## config.mk

```make
export PLATFORM = sky130hd
export DESIGN_NAME = jzjpcc_mmio
export DESIGN_NICKNAME = d
export VERILOG_FILES = /design/src/rtl/jzjpcc_mmio.sv
export SDC_FILE = /design/constraint.sdc
export NUM_CORES = 1
export LEC_CHECK = 0
export BUFFER_PORTS_ARGS = -buffer_cell sky130_fd_sc_hd__buf_2
export CELL_PAD_IN_SITES_DETAIL_PLACEMENT = 0
export CELL_PAD_IN_SITES_GLOBAL_PLACEMENT = 1
export CORE_ASPECT_RATIO = 0.9
export CORE_MARGIN = 1.5
export CORE_UTILIZATION = 25
export CTS_CLUSTER_SIZE = 12
export DETAILED_ROUTE_END_ITERATION = 10
export GPL_TIMING_DRIVEN = 0
export PLACE_DENSITY = 0.57
export RECOVER_POWER = 100
export SYNTH_ARGS = -nofsm -noshare
export SYNTH_HDL_FRONTEND = slang
export SYNTH_SLANG_ARGS = --single-unit
```

## constraint.sdc

```tcl
create_clock -name clock -period 2.75 [get_ports clock]
set_input_delay 0.1375 -clock clock [delete_from_list [all_inputs] [get_ports clock]]
set_output_delay 0.1375 -clock clock [all_outputs]
set_load 0.05 [all_outputs]
```

## src/rtl/jzjpcc_mmio.sv

```systemverilog
// jzjpcc_mmio: memory-mapped I/O responder on the jzjpcc data-memory bus.
// Decodes a 32-byte window. Provides an output port, a synchronized input port,
// and a free-running compare timer with a sticky pending flag.
module jzjpcc_mmio #(
    parameter logic [31:0] BASE_ADDR         = 32'hFFFFFFE0,
    parameter int unsigned INPUT_SYNC_STAGES = 2
) (
    input  logic        clock,
    input  logic        reset,
    input  logic [31:0] address,
    input  logic [31:0] writeData,
    input  logic [3:0]  byteWriteMask,
    input  logic        writeEnable,
    input  logic        readEnable,
    output logic [31:0] readData,
    output logic        hit,
    input  logic [31:0] portAIn,
    output logic [31:0] portAOut,
    output logic        timerIrq
);

    localparam logic [2:0] OFF_PORTA_OUT     = 3'd0;
    localparam logic [2:0] OFF_PORTA_IN      = 3'd1;
    localparam logic [2:0] OFF_TIMER_COUNT   = 3'd2;
    localparam logic [2:0] OFF_TIMER_COMPARE = 3'd3;
    localparam logic [2:0] OFF_TIMER_CTRL    = 3'd4;

    // TIMER_CTRL bit positions
    localparam int CTRL_EN      = 0;
    localparam int CTRL_RELOAD  = 1;
    localparam int CTRL_PENDING = 2;

    logic [31:0] porta_q, porta_d;
    logic [31:0] count_q, count_d;
    logic [31:0] compare_q, compare_d;
    logic [2:0]  ctrl_q, ctrl_d;
    logic [31:0] read_data_q, read_data_d;
    logic        hit_q, hit_d;
    logic [31:0] sync_q [INPUT_SYNC_STAGES];

    logic        in_window;
    logic [2:0]  offset;
    logic        wr_hit;
    logic        timer_match;
    logic        unused_addr_lsbs;

    assign in_window        = (address[31:5] == BASE_ADDR[31:5]);
    assign offset           = address[4:2];
    assign wr_hit           = writeEnable && in_window;
    assign unused_addr_lsbs = ^address[1:0];

    // Replace only the byte lanes enabled in the mask.
    function automatic logic [31:0] apply_mask(input logic [31:0] old_v,
                                               input logic [31:0] new_v,
                                               input logic [3:0]  mask);
        logic [31:0] result;
        for (int b = 0; b < 4; b++) begin
            result[8*b +: 8] = mask[b] ? new_v[8*b +: 8] : old_v[8*b +: 8];
        end
        return result;
    endfunction

    // Synchronizer chain for the asynchronous input port.
    always_ff @(posedge clock) begin
        // NOTE: the sync stages are an array but still get reset, so a read of
        // PORTA_IN right after reset returns 0 rather than stale data.
        if (reset) begin
            for (int i = 0; i < int'(INPUT_SYNC_STAGES); i++) begin
                sync_q[i] <= '0;
            end
        end else begin
            sync_q[0] <= portAIn;
            for (int i = 1; i < int'(INPUT_SYNC_STAGES); i++) begin
                sync_q[i] <= sync_q[i-1];
            end
        end
    end

    // Next-state for the register file: timer advance, then software writes.
    always_comb begin
        // NOTE: every variable gets a default first so no path infers a latch.
        porta_d     = porta_q;
        count_d     = count_q;
        compare_d   = compare_q;
        ctrl_d      = ctrl_q;
        timer_match = ctrl_q[CTRL_EN] && (count_q == compare_q);

        if (ctrl_q[CTRL_EN]) begin
            count_d = (timer_match && ctrl_q[CTRL_RELOAD]) ? '0 : count_q + 32'd1;
        end

        if (wr_hit) begin
            case (offset)
                OFF_PORTA_OUT:     porta_d   = apply_mask(porta_q, writeData, byteWriteMask);
                // A software write overrides the timer: unmasked lanes keep the
                // pre-edge count with no increment.
                OFF_TIMER_COUNT:   count_d   = apply_mask(count_q, writeData, byteWriteMask);
                OFF_TIMER_COMPARE: compare_d = apply_mask(compare_q, writeData, byteWriteMask);
                OFF_TIMER_CTRL: begin
                    if (byteWriteMask[0]) begin
                        ctrl_d[CTRL_RELOAD:CTRL_EN] = writeData[CTRL_RELOAD:CTRL_EN];
                        if (writeData[CTRL_PENDING]) begin
                            ctrl_d[CTRL_PENDING] = 1'b0;
                        end
                    end
                end
                default: ;
            endcase
        end

        // A match beats a simultaneous write-1-to-clear.
        if (timer_match) begin
            ctrl_d[CTRL_PENDING] = 1'b1;
        end
    end

    // Read mux over pre-edge register values, gated by readEnable and decode.
    always_comb begin
        read_data_d = '0;
        hit_d       = readEnable && in_window;
        if (hit_d) begin
            case (offset)
                OFF_PORTA_OUT:     read_data_d = porta_q;
                OFF_PORTA_IN:      read_data_d = sync_q[INPUT_SYNC_STAGES-1];
                OFF_TIMER_COUNT:   read_data_d = count_q;
                OFF_TIMER_COMPARE: read_data_d = compare_q;
                OFF_TIMER_CTRL:    read_data_d = {29'd0, ctrl_q};
                default:           read_data_d = '0;
            endcase
        end
    end

    // Register file and registered read port.
    always_ff @(posedge clock) begin
        // NOTE: sequential state uses non-blocking assignments so every flop
        // samples pre-edge values regardless of statement order.
        if (reset) begin
            porta_q     <= '0;
            count_q     <= '0;
            compare_q   <= '0;
            ctrl_q      <= '0;
            read_data_q <= '0;
            hit_q       <= 1'b0;
        end else begin
            porta_q     <= porta_d;
            count_q     <= count_d;
            compare_q   <= compare_d;
            ctrl_q      <= ctrl_d;
            read_data_q <= read_data_d;
            hit_q       <= hit_d;
        end
    end

    assign readData = read_data_q;
    assign hit      = hit_q;
    assign portAOut = porta_q;
    assign timerIrq = ctrl_q[CTRL_PENDING];

endmodule

```

== After elaboration in Yosys (flattened, before gate mapping) ==
Memories as Yosys holds them, arrays and structs flattened.
Cells that the tools add are included.

* Mux-type cells: 19
* Bitwise gates (word level): 3
* $add $sub $neg: 1
* Eq/ne operators: 10
* Reduce and logical (&&, ||, !) cells: 20

{| class="wikitable"
|+ Operators by type and width
! kind !! number
|-
| $mux 32 || 6
|-
| $pmux 32 s5 || 1
|-
| $add 32x1->32 const B || 1
|-
| $eq 32x32->1 || 1
|-
| $mux 8 || 4
|-
| $eq 27x27->1 const B || 1
|-
| $reduce_and 3->1 || 9
|-
| $ne 3x3->1 const B || 4
|-
| $mux 3 || 3
|-
| $reduce_bool 2->1 || 4
|-
| $eq 3x2->1 const B || 2
|-
| $mux 1 || 5
|-
| $logic_and 1x1->1 || 4
|-
| $reduce_and 4->1 || 1
|-
| $eq 3x1->1 const B || 1
|-
| $eq 3x3->1 const B || 1
|-
| $logic_not 3->1 || 1
|-
| $or 1x1->1 || 2
|-
| $reduce_or 2->1 || 1
|-
| $not 1->1 || 1
|}

* RAM bits: 64
* Memories: 1
* Register bits: 132
* Bits of input ports: 104
* Output and inout bits: 66
* Logic and storage cells: 70

{| class="wikitable"
|+ Memories
! memory !! depth !! bits a word !! read ports !! clocked after Yosys merged registers in !! write ports !! RTL line !! source
|-
| sync_q || 2 || 32 || 2 || 0 || 2 || 39 || <nowiki>logic [31:0] sync_q [INPUT_SYNC_STAGES];</nowiki>
|}

== Depth between registers and ports, before layout ==
Gate-level depths: netlist of run 1.

* Word-level depth: 7
* Mapped depth: 9
* Gate-level depth less buffers: 7

== Worst setup path after synthesis of run 1 ==
OpenSTA, ideal clock, no wires.

* Kind: register -> register
* Start: register count_q[0]
* End: register count_q[26]
* Clock period less this slack: 2.015 ns
* Cell stages (with the launch flop): 9
* Library setup time: 0.086 ns
* Path slack: 0.735 ns
* Buffers on the path: 1
* Arrival time: 1.930 ns
* Required time: 2.664 ns
* Cells stage by stage: dfxtp_1 > ha_1 > nand4_1 > or3_1 > clkbuf_1 > nor3_1 > a32o_1 > a21oi_1 > a211oi_1

* Cells in the longest elaborated chain, start to end: 7
* Elaborated cells between the ends (all ways): 8
* Those cells by class: add/sub: 1; eq/ne: 1; mux: 4; reduce/logical: 2

{| class="wikitable"
|+ RTL lines
! item !! RTL line !! source
|-
| start: declaration || 34 || <nowiki>logic [31:0] count_q, count_d;</nowiki>
|-
| start signal: assignment || 146 || <nowiki>count_q <= count_d;</nowiki>
|-
| parallel branches: the longest is 3 deep, another holds $add 32x1->32 || n/a ||
|-
| $mux 32 (*) || 89 || <nowiki>count_d = (timer_match && ctrl_q[CTRL_RELOAD]) ? '0 : count_q + 32'd1;</nowiki>
|-
| $mux 32 (*) || 88 || <nowiki>if (ctrl_q[CTRL_EN]) begin</nowiki>
|-
| $mux 32 || 93 || <nowiki>case (offset)</nowiki>
|-
| $mux 32 (*) || 92 || <nowiki>if (wr_hit) begin</nowiki>
|}

Mark *: on every way between the ends.
A chain may end at the register's enable or synchronous reset.

== Final worst setup path of run 1 ==
* Start: register count_q[1]
* End: register count_q[16]

Same word-level chain as after synthesis.

==> flow_metrics.tcl, run 1 <==
set metrics [dict create \
    max_cap_viol_count 0 \
    wire_per_inst_um 22.3 \
    cts_tree "done" \
    hold_ws_ps 25.9 \
    clk_latency_ps 470 \
    overflow 0 \
    yosysTopAreaCell "dfxtp_1" \
    cp-end-kind "flip-flop" \
    grt_pass1_wl_um 53800 \
    drt-met1-wl_um 17700 \
    synth_top_area_share_pct 46.1 \
    fin_setup_tns_ps 0 \
    ys.flop_type "dfxtp_1" \
    rsz0062_at_grt "yes" \
    p_leak_nw 3.89 \
    io_pins 170 \
    fin_nets 1316 \
    fp.dieArea_um2 35200 \
    run_status "completed" \
    arrival_ps 2980 \
    grt_pass1_vias 7946 \
    synthCells 965 \
    root_buffer "clkbuf_16" \
    syn_area_um2 8510 \
    critPathRequiredTime_ps 3120 \
    synth_area_per_cell_um2 8.82 \
    fin_crit_sh_pct 94.7 \
    cp-start-kind "flip-flop" \
    met3WireLength_um 2320 \
    maxUsedRoutingLayer "met4" \
    dr_wl_met2_um 16600 \
    via_per_inst 5.05 \
    hp-class "input port to flip-flop" \
    cts.clk_slew.worst_paths_ps 90 \
    h-tree-depth 4 \
    grt_antenna_before_repair 0 \
    grt_max_degree 19 \
    async_reset_ff_share_pct 0 \
    first_pass_iters 5 \
    synthDistinctLibCells 58 \
    fin_worst_skew_ps 25.0 \
    yosysWarnings 0 \
    drc 0 \
    vias 8478 \
    cts_sinks 196 \
    core_um2 33300 \
    peakVddDrop_v 0.000405 \
    cts_buffers 17 \
    postCtsSetupBuffers 0 \
    drive_above_1_share_pct 13.2 \
    fmax_mhz 384 \
    synth_seq_cells 196 \
    ant_nets 0 \
    grt_util_all_layers_pct 21.3 \
    max-slew-margin-rel_pct 16.1 \
    place_congestion 0.907 \
    setup_violations 0 \
    synth_edf_count 0 \
    clockBufferDepth 2 \
    worstMarginPinSlew_ps 1250 \
    critical_path_peak_fanout 9 \
    report.final.slew_viol_count 0 \
    finalNonFillerCells 1679 \
    hpwl_um 26600 \
    syn2layout_area_growth_pct 29.5 \
    start_util_pct 25.6 \
    dieWidth_um 197 \
    synth.top_cells.by_area "dfxtp_1, a21oi_1, a22oi_1, nor2b_1, mux2i_1" \
    row_count 63 \
    syn_nets 1070 \
    port-buffer-count 164 \
    dp_cells 1584 \
    hold_viol_final 0 \
    n_antenna_cell 0 \
    die_y_um 178 \
    ys_seq_area_share_pct 46.1 \
    p_per_area_nw_per_um2 534 \
    wl_um 37400 \
    criticalPathCategory "flip-flop to flip-flop" \
    min_period_ps 2600 \
    drtIter0Drc 605 \
]
[critical path, stage by stage, from the launching register on]
cell and delay [ps]:
dfxtp_1 450, ha_1 290, nand4_1 190, or3_1 400, clkbuf_1 260, nor2_2 410, a22o_1 200, a21oi_1 60
nor4_1 270
[cell usage after synthesis, drive strengths merged, types with 6 or more instances]
library cell,count
nand3,33
a32o,6
o21ai,45
inv,13
nor2,57
nor4,17
dfxtp,196
o21a,11
nor2b,71
a21oi,101
nor3,29
and3,15
clkbuf,55
mux2i,32
nand2,62
nand4,26
a31oi,13
buf,18
nand2b,17
a22o,9
a22oi,63
a211oi,9
xnor2,24
[through the flow]
stage	worst slack (ps)	instance area (um^2)	total power [mW]	util (%)
detailed placement	-69.6	9900	3.27	29.8
global route	-14.0	11000	6.08	33.1
floorplan	735	8510	3.07	-
CTS	162	11100	5.94	33.4
finish	146	11000	5.88	33.1
global placement	-22.7	9900	3.26	29.8
[registers in the layout (all words and copies together), names as in the netlist]
register   cells
hit            1
portAOut      32
count_q       32
sync_q        64
compare_q     32
ctrl_q         3
readData      32
[metal layers]
layer | GRT usage [%] | up-vias
met5 | 0 | -
li1 | - | 3960
met1 | 29.9 | 4163
met4 | 6.11 | 0
met2 | 32.9 | 314
met3 | 4.07 | 41
[cells by family after synthesis]
logic type	after synthesis	synth area share, %
simple gates	345	22.5
xor+xnor	26	2.68
compound gates	274	20.2
buf+inv	88	4.21
fa+ha+maj	1	0.147
flops	196	46.1
mux	35	4.16
[power breakdown]
part / internal, mW / switching [mW]
registers: 2.88 / 0.0108
logic: 0.153 / 0.222
clock network: 1.31 / 1.31
[area by class of cell]
type	instances	area (um^2)
Fill cell	3645	22200
Multi-Input combinational cell	681	4220
Sequential cell	196	3920
Timing Repair Buffer	227	1370
Tap cell	455	569
Clock buffer	18	439
Buffer	73	303
Clock inverter	14	141
Inverter	15	56.3
[worst paths after layout]
| path | startpoint | to | slack (ps) | cells past startpoint |
|---|---|---|---|---|
| worst max-delay path | count_q[1]$_SDFFE_PP0P_ | count_q[16]$_SDFFE_PP0P_ | 150 | 8 |
| worst min-delay path | readEnable | hit$_SDFF_PP0_ | 30 | 2 |
| worst max register to register | count_q[1]$_SDFFE_PP0P_ | count_q[16]$_SDFFE_PP0P_ | 150 | 8 |
| worst min register to register | sync_q[0][2]$_SDFF_PP0_ | sync_q[0][34]$_SDFF_PP0_ | 430 | 1 |
[placed cells by master, fill, tap and decap left out, types with 3 or more instances in the layout]
master / Yosys / layout
nand3_1: 33 / 33
xnor2_1: 24 / 22
and4_1: 5 / 5
nor3_1: 28 / 28
a22o_1: 9 / 9
nand2b_1: 17 / 17
a31oi_1: 13 / 13
dfxtp_1: 196 / 196
a32o_1: 6 / 6
buf_4: 3 / 3
nor4_1: 16 / 16
mux2_2: 3 / 3
inv_8: 0 / 3
dlygate4sd3_1: 0 / 63
a21oi_1: 101 / 101
and2_1: 3 / 3
buf_2: 13 / 107
o21a_1: 11 / 11
inv_6: 0 / 4
nor2b_1: 71 / 71
and3_1: 15 / 15
nor2_2: 5 / 3
nor2_8: 3 / 3
o21ai_0: 43 / 44
clkbuf_16: 0 / 17
clkbuf_2: 0 / 4
clkbuf_1: 55 / 121
a22oi_1: 63 / 63
nand4_1: 25 / 26
a211oi_1: 9 / 9
a21o_1: 3 / 3
nor2_1: 48 / 50
o2111ai_1: 3 / 3
inv_1: 12 / 12
mux2i_1: 32 / 32
nand2_1: 62 / 62
[what timing repair did]
action,4_1_cts,5_1_grt
gates resized for setup,0,6
endpoints found under the setup margin,0,17
hold buffers,63,0
endpoints found under the hold margin,84,0
(Power assumes the default switching activity.)
==> run 2, diff against run 1 <==
--- a/config.mk
+++ b/config.mk
@@ -10,11 +10,11 @@
 export CELL_PAD_IN_SITES_GLOBAL_PLACEMENT = 1
 export CORE_ASPECT_RATIO = 0.9
 export CORE_MARGIN = 1.5
-export CORE_UTILIZATION = 25
+export CORE_UTILIZATION = 41
 export CTS_CLUSTER_SIZE = 12
 export DETAILED_ROUTE_END_ITERATION = 10
 export GPL_TIMING_DRIVEN = 0
-export PLACE_DENSITY = 0.57
+export PLACE_DENSITY = 0.83
 export RECOVER_POWER = 100
 export SYNTH_ARGS = -nofsm -noshare
 export SYNTH_HDL_FRONTEND = slang
==> run 2 against run 1 <==
- sequential share of layout area up 0.84 points
- clock power about the same
- clock skew fell by 14 ps
- power down 0.72%
- highest routed layer unchanged
- die area shrank 38%
==> flow_metrics.tcl, run 2 (synthesized netlist as in run 1, its figures left out) <==
set metrics [dict create \
    finalNonFillerCells 1480 \
    cpPeakStageDelay_ps 450 \
    reg2reg_depth 8 \
    row_count 49 \
    fin_worst_skew_ps 11.4 \
    port-buffer-count 164 \
    n_antenna_cell 0 \
    cts_sinks 196 \
    drive_above_1_share_pct 12.9 \
    hp-class "input port to flip-flop" \
    worstMarginPinSlew_ps 1040 \
    fin_crit_sh_pct 93.1 \
    grt_pass1_vias 8050 \
    hpwl_um 22200 \
    via_per_inst 5.72 \
    report.final.slew_viol_count 0 \
    grt_pass1_wl_um 47500 \
    fin_nets 1317 \
    start_util_pct 42.2 \
    clockBufferDepth 2 \
    postCtsSetupBuffers 0 \
    p_per_area_nw_per_um2 542 \
    critPathCapture "count_q[14]$_SDFFE_PP0P_" \
    crit_family "simple AND/OR/NAND/NOR gates" \
    core_um2 20200 \
    rsz0062_at_grt "no" \
    regMostFlops "sync_q" \
    h-tree-depth 4 \
    p_leak_nw 3.87 \
    place_congestion 0.960 \
    max-slew-margin-rel_pct 30.8 \
    reg2reg_slack_ps 190 \
    cp-startpoint "count_q[12]$_SDFFE_PP0P_" \
    drtIter0Drc 1036 \
    fmax_mhz 390 \
    criticalPathCategory "flip-flop to flip-flop" \
    pwr-share-comb_pct 6.2 \
    swShare_pct 24.7 \
    drc 0 \
    pwr-share-clk_pct 44.4 \
    root_buffer "clkbuf_16" \
    setup_violations 0 \
    grt_util_all_layers_pct 29.2 \
    cts.clk_slew.worst_paths_ps 70 \
    fp.dieArea_um2 21600 \
    critical_path_peak_fanout 10 \
    cts_tree "done" \
    dp_cells 1384 \
    dieWidth_um 155 \
    peakVddDrop_v 0.000311 \
    io_pins 170 \
    wl_um 31400 \
    mostFrequentLayoutCell "dfxtp_1" \
    crit_top_cell "clkbuf_1" \
    clk_latency_ps 450 \
    run_status "completed" \
    first_pass_iters 8 \
    cp_num_cells 8 \
    ant_nets 0 \
    grt_max_degree 19 \
    min_period_ps 2560 \
    power_switching_mw 1.44 \
    critical_path.slowest_cell "nor4_1" \
    cp-start-kind "flip-flop" \
    arrival_ps 2860 \
    power.internal_mw 4.40 \
    overflow 0 \
    cts_buffers 17 \
    fin_setup_tns_ps 0 \
    pwr-share-seq_pct 49.5 \
    vias 8470 \
    die_y_um 140 \
    grt_antenna_before_repair 0 \
    fillCellCount 1955 \
    wire_per_inst_um 21.2 \
    rr_endpoint "count_q[14]$_SDFFE_PP0P_" \
    hold_viol_final 0 \
    critPathRequiredTime_ps 3050 \
    syn2layout_area_growth_pct 26.6 \
    cp-end-kind "flip-flop" \
    crit_chain "clkbuf_1, xnor2_1, nand3_1, nor4_1, nand4_1, clkbuf_1, a31oi_1, nor3_1" \
    most-common-layout-cells "dfxtp_1, clkbuf_1, buf_2" \
    path_buf_inv 2 \
    max_cap_viol_count 0 \
    reg2reg_from "count_q[12]$_SDFFE_PP0P_" \
    largest_register_ff_count 64 \
]
## run 2: cell types whose count changed in the layout (fill, tap and decap cells not counted), sizes merged
cell,before,now
dlygate4sd3,63,64
clkinvlp,2,3
buf,112,111
bufinv,1,2
inv,20,19
## run 2: layout make-up
| class | instances | area (um^2) | area share, % |
|---|---|---|---|
| Buffer | 73 | 299 | 2.78 |
| Clock inverter | 15 | 170 | 1.58 |
| Sequential cell | 196 | 3920 | 36.4 |
| Inverter | 15 | 56.3 | 0.523 |
| Multi-Input combinational cell | 681 | 4200 | 39.0 |
| Clock buffer | 17 | 425 | 3.95 |
| Tap cell | 255 | 319 | 2.96 |
| Timing Repair Buffer | 228 | 1380 | 12.8 |
## run 2: repair_timing
action	CTS	global route
endpoints found under the setup margin	0	13
resized for setup	0	2
hold buffers	64	0
hold endpoints to repair	85	0
## run 2: how the worst min path moves through the flow
stage	from	endpoint	cells past startpoint
finish	readEnable	hit$_SDFF_PP0_	2
global route	reset	hit$_SDFF_PP0_	2
CTS	readEnable	hit$_SDFF_PP0_	2
detailed placement	portAIn[23]	sync_q[0][23]$_SDFF_PP0_	2
global placement	portAIn[23]	sync_q[0][23]$_SDFF_PP0_	2
floorplan	portAIn[0]	sync_q[0][0]$_SDFF_PP0_	1
## run 2: power by group through the flow
stage	clock network, mW	registers, mW	logic (mW)
detailed placement	0	2.96	0.284
floorplan	0	2.95	0.117
global placement	0	2.96	0.283
CTS	2.61	2.89	0.355
finish	2.59	2.89	0.360
global route	2.72	2.89	0.383
## run 2: layer usage
layer / up-vias / GRT usage, % / share of wire (%)
li1: 3969 / - / -
met1: 4040 / 38.7 / 43
met2: 396 / 46.1 / 45
met3: 65 / 7.66 / 9.4
met4: 0 / 10.1 / 2.6
met5: - / 0 / 0
## run 2: stage by stage
stage / total power, mW / hold WS (ps) / worst slack [ps] / cell area [um^2] / util [%]
6_report: 5.84 / 31.6 / 189 / 10800 / 53.4
5_1_grt: 5.99 / 35.3 / 15.8 / 10800 / 53.4
4_1_cts: 5.86 / 30.4 / 223 / 10900 / 54.0
3_5_place_dp: 3.24 / 349 / 32.8 / 9650 / 47.8
3_3_place_gp: 3.24 / 344 / 43.0 / 9650 / 47.8
2_1_floorplan: 3.07 / 266 / 735 / 8510 / -
